**src/rtl/synth_pkg.sv**
```systemverilog
// Shared constants for the synth front end: PS/2 set-2 scan codes,
// note codes, octave limits and the prefix-decoder state type.
package synth_pkg;

    localparam logic [7:0] SC_C      = 8'h1C;
    localparam logic [7:0] SC_CS     = 8'h1D;
    localparam logic [7:0] SC_D      = 8'h1B;
    localparam logic [7:0] SC_DS     = 8'h24;
    localparam logic [7:0] SC_E      = 8'h23;
    localparam logic [7:0] SC_F      = 8'h2B;
    localparam logic [7:0] SC_FS     = 8'h2C;
    localparam logic [7:0] SC_G      = 8'h34;
    localparam logic [7:0] SC_GS     = 8'h35;
    localparam logic [7:0] SC_A      = 8'h33;
    localparam logic [7:0] SC_AS     = 8'h3C;
    localparam logic [7:0] SC_B      = 8'h3B;
    localparam logic [7:0] SC_OCT_DN = 8'h1A;
    localparam logic [7:0] SC_OCT_UP = 8'h22;
    localparam logic [7:0] SC_VOL_DN = 8'h4E;
    localparam logic [7:0] SC_VOL_UP = 8'h55;
    localparam logic [7:0] SC_BRK    = 8'hF0;
    localparam logic [7:0] SC_EXT    = 8'hE0;

    localparam logic [3:0] NOTE_C  = 4'd0;
    localparam logic [3:0] NOTE_CS = 4'd1;
    localparam logic [3:0] NOTE_D  = 4'd2;
    localparam logic [3:0] NOTE_DS = 4'd3;
    localparam logic [3:0] NOTE_E  = 4'd4;
    localparam logic [3:0] NOTE_F  = 4'd5;
    localparam logic [3:0] NOTE_FS = 4'd6;
    localparam logic [3:0] NOTE_G  = 4'd7;
    localparam logic [3:0] NOTE_GS = 4'd8;
    localparam logic [3:0] NOTE_A  = 4'd9;
    localparam logic [3:0] NOTE_AS = 4'd10;
    localparam logic [3:0] NOTE_B  = 4'd11;

    localparam logic [2:0] OCT_MIN = 3'd0;
    localparam logic [2:0] OCT_MAX = 3'd6;

    typedef enum logic [1:0] {
        ST_IDLE,
        ST_BRK,
        ST_EXT,
        ST_EXT_BRK
    } ps2_state_t;

endpackage

```
**src/rtl/scancode_to_note.sv**
```systemverilog
// Combinational map from a set-2 make code to a piano-row note code.
import synth_pkg::*;

module scancode_to_note (
    input  logic [7:0] i_code,
    output logic       o_hit,
    output logic [3:0] o_note
);

    always_comb begin
        o_hit  = 1'b1;
        o_note = NOTE_C;
        case (i_code)
            SC_C:    o_note = NOTE_C;
            SC_CS:   o_note = NOTE_CS;
            SC_D:    o_note = NOTE_D;
            SC_DS:   o_note = NOTE_DS;
            SC_E:    o_note = NOTE_E;
            SC_F:    o_note = NOTE_F;
            SC_FS:   o_note = NOTE_FS;
            SC_G:    o_note = NOTE_G;
            SC_GS:   o_note = NOTE_GS;
            SC_A:    o_note = NOTE_A;
            SC_AS:   o_note = NOTE_AS;
            SC_B:    o_note = NOTE_B;
            default: o_hit  = 1'b0;
        endcase
    end

endmodule

```
**src/rtl/ps2_note_decoder.sv**
```systemverilog
// PS/2 scan bytes -> note/octave/amplitude command stream.
// Volume keys 4E/55 are active only when PS2_NOTE_AMP_KEYS_EN is defined.
import synth_pkg::*;

module ps2_note_decoder #(
    parameter int DEFAULT_OCTAVE = 4,
    parameter int DEFAULT_AMP    = 32,
    parameter int AMP_STEP       = 4
) (
    input  logic       i_clk,
    input  logic       i_reset,
    input  logic       i_scan_valid,
    input  logic [7:0] i_scan_code,
    output logic       o_note_in,
    output logic [3:0] o_note,
    output logic [2:0] o_octave,
    output logic [5:0] o_amplitude,
    output logic       o_key_held,
    output logic       o_note_off
);

    ps2_state_t r_state;
    logic [2:0] r_oct_sel;
    logic [7:0] r_held_code;
    logic       r_note_in;
    logic       r_note_off;
    logic [3:0] r_note;
    logic [2:0] r_octave;
    logic [5:0] r_amplitude;
    logic       r_key_held;

    logic       w_hit;
    logic [3:0] w_note;
    logic       w_repeat;
    logic       w_vol_up;
    logic       w_vol_dn;
    logic [6:0] w_amp_add;
    logic [6:0] w_amp_sub;

    scancode_to_note u_map (
        .i_code (i_scan_code),
        .o_hit  (w_hit),
        .o_note (w_note)
    );

    assign w_repeat = r_key_held && (i_scan_code == r_held_code);

`ifdef PS2_NOTE_AMP_KEYS_EN
    assign w_vol_up = (i_scan_code == SC_VOL_UP);
    assign w_vol_dn = (i_scan_code == SC_VOL_DN);
`else
    assign w_vol_up = 1'b0;
    assign w_vol_dn = 1'b0;
`endif

    // 7-bit sums: bit 6 flags overflow on add and borrow on subtract
    assign w_amp_add = {1'b0, r_amplitude} + 7'(AMP_STEP);
    assign w_amp_sub = {1'b0, r_amplitude} - 7'(AMP_STEP);

    always_ff @(posedge i_clk) begin
        if (i_reset) begin
            r_state     <= ST_IDLE;
            r_oct_sel   <= 3'(DEFAULT_OCTAVE);
            r_held_code <= 8'h00;
            r_note_in   <= 1'b0;
            r_note_off  <= 1'b0;
            r_note      <= NOTE_C;
            r_octave    <= 3'(DEFAULT_OCTAVE);
            r_amplitude <= 6'(DEFAULT_AMP);
            r_key_held  <= 1'b0;
        end else begin
            r_note_in  <= 1'b0;
            r_note_off <= 1'b0;
            if (i_scan_valid) begin
                case (r_state)
                    ST_IDLE: begin
                        if (i_scan_code == SC_BRK) begin
                            r_state <= ST_BRK;
                        end else if (i_scan_code == SC_EXT) begin
                            r_state <= ST_EXT;
                        end else if (w_hit) begin
                            if (!w_repeat) begin
                                r_note      <= w_note;
                                r_octave    <= r_oct_sel;
                                r_held_code <= i_scan_code;
                                r_key_held  <= 1'b1;
                                r_note_in   <= 1'b1;
                            end
                        end else if (i_scan_code == SC_OCT_DN) begin
                            if (r_oct_sel != OCT_MIN) r_oct_sel <= r_oct_sel - 3'd1;
                        end else if (i_scan_code == SC_OCT_UP) begin
                            if (r_oct_sel != OCT_MAX) r_oct_sel <= r_oct_sel + 3'd1;
                        end else if (w_vol_up) begin
                            r_amplitude <= (w_amp_add > 7'd63) ? 6'd63 : w_amp_add[5:0];
                        end else if (w_vol_dn) begin
                            r_amplitude <= w_amp_sub[6] ? 6'd0 : w_amp_sub[5:0];
                        end
                    end
                    ST_BRK: begin
                        if (i_scan_code != SC_BRK) begin
                            if (w_repeat) begin
                                r_key_held <= 1'b0;
                                r_note_off <= 1'b1;
                            end
                            r_state <= ST_IDLE;
                        end
                    end
                    ST_EXT: begin
                        r_state <= (i_scan_code == SC_BRK) ? ST_EXT_BRK : ST_IDLE;
                    end
                    default: begin
                        r_state <= ST_IDLE;
                    end
                endcase
            end
        end
    end

    assign o_note_in   = r_note_in;
    assign o_note_off  = r_note_off;
    assign o_note      = r_note;
    assign o_octave    = r_octave;
    assign o_amplitude = r_amplitude;
    assign o_key_held  = r_key_held;

endmodule

```
**config.mk**
```make
export PLATFORM = sky130hd
export DESIGN_NAME = ps2_note_decoder
export DESIGN_NICKNAME = d
export VERILOG_FILES = /design/src/rtl/synth_pkg.sv /design/src/rtl/scancode_to_note.sv /design/src/rtl/ps2_note_decoder.sv
export SDC_FILE = /design/constraint.sdc
export NUM_CORES = 1
export LEC_CHECK = 0
export BUFFER_PORTS_ARGS = -buffer_cell sky130_fd_sc_hd__buf_2
export CORE_MARGIN = 2
export CORE_UTILIZATION = 41
export DETAILED_ROUTE_END_ITERATION = 8
export PLACE_DENSITY = 0.59
export SYNTH_ARGS = -nofsm -noshare
export SYNTH_HDL_FRONTEND = slang
export SYNTH_SLANG_ARGS = --single-unit
```
**constraint.sdc**
```tcl
create_clock -name i_clk -period 3.7 [get_ports i_clk]
set_clock_uncertainty 0.15 [all_clocks]
set_input_delay 0.74 -clock i_clk [delete_from_list [all_inputs] [get_ports i_clk]]
set_output_delay 0.74 -clock i_clk [all_outputs]
set_load 0.005 [all_outputs]
```
Yosys cells after proc, flatten, opt, wreduce, memory -nomap -nowiden

Cells that the tools add are included.
W data, S select, Z words.

Flip-flop bits (word level): 23
Logic and storage cells: 80
Input bits: 11

Reductions and logical operators: 13
Bitwise logic cells: 8
Multiplexer cells: 20
$add $sub $neg: 2
Eq/ne operators: 29

Operators by type and width:

| cell                  | count |
|---|---|
| $eq A8 B6 Y1 const B  | 10 |
| $pmux W4 S11          | 1 |
| $eq A8 B5 Y1 const B  | 4 |
| $eq A8 B8 Y1 const B  | 2 |
| $reduce_and A8 Y1     | 2 |
| $mux W3               | 4 |
| $reduce_or A12 Y1     | 1 |
| $ne A2 B2 Y1 const B  | 5 |
| $mux W1               | 9 |
| $eq A8 B8 Y1          | 1 |
| $mux W2               | 4 |
| $ne A8 B8 Y1 const B  | 1 |
| $not A1 Y1            | 8 |
| $ne A3 B3 Y1 const B  | 2 |
| $pmux W2 S3           | 1 |
| $reduce_and A6 Y1     | 1 |
| $reduce_bool A2 Y1    | 3 |
| $reduce_or A6 Y1      | 1 |
| $ne A2 B1 Y1 const B  | 2 |
| $reduce_or A4 Y1      | 1 |
| $add A3 B1 Y3 const B | 1 |
| $reduce_and A3 Y1     | 1 |
| $reduce_bool A3 Y1    | 1 |
| $sub A3 B1 Y3 const B | 1 |
| other kinds (5)       | 5 |

Depth between registers and ports, before layout

Depth in word-level cells: 7
Depth in mapped cells: 8
Mapped depth without buffers: 6

By module

Synthesis repeated with hierarchy kept, for this count alone.

Cells, all modules: 152
Area, all modules: 1,353.8 µm²

Modules (own cells, without submodules):

| module           | area each (µm²) | seq. area each (µm²) | cells an instance | times used |
|---|---|---|---|---|
| ps2_note_decoder | 1,128.6         | 460.4                | 119               | 1 |
| scancode_to_note | 225.2           | 0.0                  | 33                | 1 |

Worst setup path after synthesis

No wires, ideal clock.

Kind: input port to flip-flop
Start: in i_scan_code[7]
End: reg r_oct_sel[2]
Path slack: 0.797 ns
Path buffers: 1
Data arrival time: 2.690 ns
Setup time: 0.063 ns
Stages on the path: 7
Cells stage by stage: buf_6 or4b_1 or3_4 fa_1 xnor2_2 or3_1 nand3_1

Word-level cells in the longest chain between the ends: 5

Ends and longest elaborated chain:

| item                                         | line                   | text |
|---|---|---|
| from (decl)                                  | ps2_note_decoder.sv:13 | `input logic [7:0] i_scan_code,` |
| $eq A8 B5 Y1 or $eq A8 B6 Y1 (tied branches) | scancode_to_note.sv:13 | `case (i_code)` |
| $reduce_or A12 Y1 (no source line)           | --                     |  |
| $mux W1                                      | scancode_to_note.sv:13 |  |
| $not A1 Y1 (no source line)                  | --                     |  |
| $reduce_and A8 Y1 (no source line)           | --                     |  |
| to (signal assigned)                         | ps2_note_decoder.sv:63 | `r_oct_sel <= 3'(DEFAULT_OCTAVE);` |
| to (signal assigned)                         | ps2_note_decoder.sv:90 | `if (r_oct_sel != OCT_MIN) r_oct_sel <= r_oct_sel - 3'd1;` |
| to (signal assigned)                         | ps2_note_decoder.sv:92 | `if (r_oct_sel != OCT_MAX) r_oct_sel <= r_oct_sel + 3'd1;` |
| to (decl)                                    | ps2_note_decoder.sv:23 | `logic [2:0] r_oct_sel;` |

Several ways; a longest one is shown, not always the timed one.
A chain may end at the register's enable or synchronous reset.

Final worst setup path

Same ends and word-level chain as after synthesis.

==> results.toml <==
[outcome]
outcome = "finished clean"

[worst_setup_path]
worst-setup-path-type = "in2reg"
worstSetupStartpoint = "i_scan_code[7]"
cp-end-kind = "register"
cp_slowest_stage_delay_ns = 0.56
critical_path.cell_chain = "buf_2 > or4b_1 > or3_4 > fa_1 > xnor2_2 > or3_1 > nand3_1"
timing.critical_path.from_type = "input port"
critical-path-slowest-cell = "sky130_fd_sc_hd__or4b_1"
r2r_setup_slack_ns = 1.65
worst_r2r_startpoint = "r_state[1]"
critPathRequiredTime_ns = 3.75
worstPathMaxFanout = 8
worst-endpoint-arrival_ns = 2.81

[synthesis]
yosysTopAreaCellShare = 0.306
postSynthRegisterBits = 23
synth_cells = 167
synth_edf_count = 0
async_sr_flop_fraction = 0
cell_area_after_synthesis_um2 = 1500
postSynthAreaPerCell_um2 = 9.01
top_cells_by_area_synth = "sky130_fd_sc_hd__dfxtp_1 31%, sky130_fd_sc_hd__mux2i_1 8.0%, sky130_fd_sc_hd__xnor2_1 5.8%"
synth_area_leader_cell = "sky130_fd_sc_hd__dfxtp_1"
distinct_cell_type_count_of_the_synthesized_netlist = 54
number_of_warnings_printed_during_yosys_synthesis = 0
yosys_most_used_dff = "sky130_fd_sc_hd__dfxtp_1"
seq_total_area_yosys = 0.306

[grt]
grt_pass1_vias = 1162
antenna_violations_before_repair = 0
groute.usage.overall = 0.167
grt_max_degree = 22
grt_pass1_wl_mm = 5.40
grt_remaining_overflow = 0

[power_and_ir_drop]
leakagePower_nw = 0.610
switchingPower_uw = 121
combinationalPowerShare = 0.132
power_per_unit_of_standard_cell_area_nw_per_um2 = 294
share_seq_of_total_power = 0.532
cellInternalPower_uw = 348
ir_drop_uv = 161
p_sw_frac = 0.258
p_clk_frac = 0.336

[floorplanning]
floorplan.initialDensity = 0.417
die_width_um = 64.6
placement_rows = 22
io_pins = 27
die_height_um = 64.6
die_area_um2 = 4170
design.core.area_um2 = 3610

[placement]
io_buffers = 20
placed_cells = 222
hpwl_mm = 2.32
gp_congestion = 0.888

[finish]
n_fill_cell = 386
diodes = 0
num-nets-final = 191
area_delta_synth_final_pct = 5.91
most_frequent_standard_cell_in_the_layout_excluding_fill_and_tap_cells = "sky130_fd_sc_hd__dfxtp_1"
most-common-layout-cells = "23 x sky130_fd_sc_hd__dfxtp_1, 20 x sky130_fd_sc_hd__buf_2, 17 x sky130_fd_sc_hd__nand2_1"
fin_cells = 226
final_layout_size_suffix_gt1_frac = 0.213

[drt]
routed_wire_length_per_instance_um = 13.9
routed-via-count = 1184
drc_errors = 0
avgViaCountPerCell = 5.24
drtPass1Iterations = 4
drt-total-wl_mm = 3.15
drt_first_iter_violations = 39
ant_nets = 0

[sta]
layout_min_cycle_time_ns = 2.76
worst_slew_margin_rel = 0.575
slew_violations = 0
tightestPinTransition_ns = 0.637
rsz0062_at_grt = "no"
hold_viol = 0
timing.setup.tns_ns = 0
fmax_ghz = 0.362
final.period_utilization = 0.746
finalSetupViolations = 0

[flow_run]
drv_cap = 0

[clock_network]
clk_latency_ns = 0.26
cts-htree-levels = 1
ctsHoldBuffers = 0
cts-buffers-inserted = 3
cts.root.buffer_cell = "sky130_fd_sc_hd__clkbuf_8"
cts.repair_timing.setup_buffer_count = 0
cts_tree = "built"
cts.sinks = 23
cts.reportedPaths.clkPinSlew_ns = 0.08
cts.path.max_buffers = 2
post_cts_resized = 0

[worst_hold_path]
timing.hold.worst.start = "o_note[0]"
worst_hold_path_type = "reg2reg"
==> kinds of logic (layout without fill, tap and decap cells) <==
family | Yosys count | in the layout | synth area share
multiplexers | 14 | 14 | 0.0973
XOR/XNOR | 12 | 12 | 0.0749
buffers and inverters | 24 | 31 | 0.107
AO/OA/AOI/OAI | 22 | 22 | 0.109
flip-flops | 23 | 23 | 0.306
adder cells (fa/ha/maj) | 1 | 1 | 0.0133
other | 2 | 6 | 0.00499
AND/OR/NAND/NOR | 69 | 69 | 0.287
==> stage by stage <==
| step | setup slack, ns | util | instance area, µm² | power [mW] | hold slack, ns |
|---|---|---|---|---|---|
| floorplan | 0.797 | - | 1520 | 0.311 | 0.288 |
| global placement | 0.693 | 0.429 | 1550 | 0.316 | 0.291 |
| detailed placement | 0.668 | 0.429 | 1550 | 0.317 | 0.303 |
| CTS | 0.952 | 0.442 | 1590 | 0.474 | 0.315 |
| global route | 0.808 | 0.442 | 1590 | 0.493 | 0.334 |
| finish | 0.940 | 0.442 | 1590 | 0.469 | 0.306 |
==> state kept, by name, summed over array words and instances (netlist names) <==
name,flops
o_key_held,1
o_note,4
o_note_in,1
o_note_off,1
o_octave,3
r_held_code,8
r_oct_sel,3
r_state,2
==> critical path: cells and delay by family <==
kind,cells,cell delay (ns)
XOR/XNOR,1,0.16
adder cells (fa/ha/maj),1,0.42
buffers and inverters,1,0.15
AND/OR/NAND/NOR,4,1.35
==> synth_stat cells, types with 2 or more instances <==
cell,count
sky130_fd_sc_hd__and3_1,2
sky130_fd_sc_hd__a21oi_1,4
sky130_fd_sc_hd__buf_2,3
sky130_fd_sc_hd__nand3b_1,2
sky130_fd_sc_hd__dfxtp_1,23
sky130_fd_sc_hd__nor2b_1,2
sky130_fd_sc_hd__nand3_1,5
sky130_fd_sc_hd__conb_1,2
sky130_fd_sc_hd__buf_6,5
sky130_fd_sc_hd__inv_1,6
sky130_fd_sc_hd__nor2_1,13
sky130_fd_sc_hd__nor3b_1,2
sky130_fd_sc_hd__nand2_1,17
sky130_fd_sc_hd__xnor2_1,10
sky130_fd_sc_hd__nor3_1,2
sky130_fd_sc_hd__clkbuf_1,2
sky130_fd_sc_hd__nand4_1,3
sky130_fd_sc_hd__nand2b_1,5
sky130_fd_sc_hd__mux2i_1,12
sky130_fd_sc_hd__o21ai_0,5
sky130_fd_sc_hd__buf_4,8
sky130_fd_sc_hd__a31o_1,2
==> power groups by stage <==
stage / Combinational [mW] / Sequential [mW] / Clock, mW
finish: 0.0620 / 0.250 / 0.157
global route: 0.0687 / 0.250 / 0.175
CTS: 0.0617 / 0.250 / 0.163
detailed placement: 0.0615 / 0.255 / 0
global placement: 0.0606 / 0.255 / 0
floorplan: 0.0558 / 0.255 / 0
==> metal layers <==
layer,GRT usage,share of wire
met5,0,0
met4,0.0638,0.019
met3,0.0382,0.037
met2,0.271,0.46
met1,0.215,0.49
==> path summary, 6_finish.rpt <==
path | to | depth (start not counted)
min reg2reg | o_note[0] | 2
min | o_note[0] | 2
max | r_oct_sel[2] | 7
max reg2reg | r_held_code[4] | 6
==> cell type report <==
| cell class | instances | area (µm²) | area share |
|---|---|---|---|
| Timing Repair Buffer | 21 | 108 | 0.0676 |
| Sequential cell | 23 | 460 | 0.289 |
| Tap cell | 48 | 60.1 | 0.0377 |
| Clock buffer | 4 | 45.0 | 0.0283 |
| Multi-Input combinational cell | 124 | 897 | 0.563 |
| Inverter | 6 | 22.5 | 0.0141 |
(Power assumes the default switching activity.)
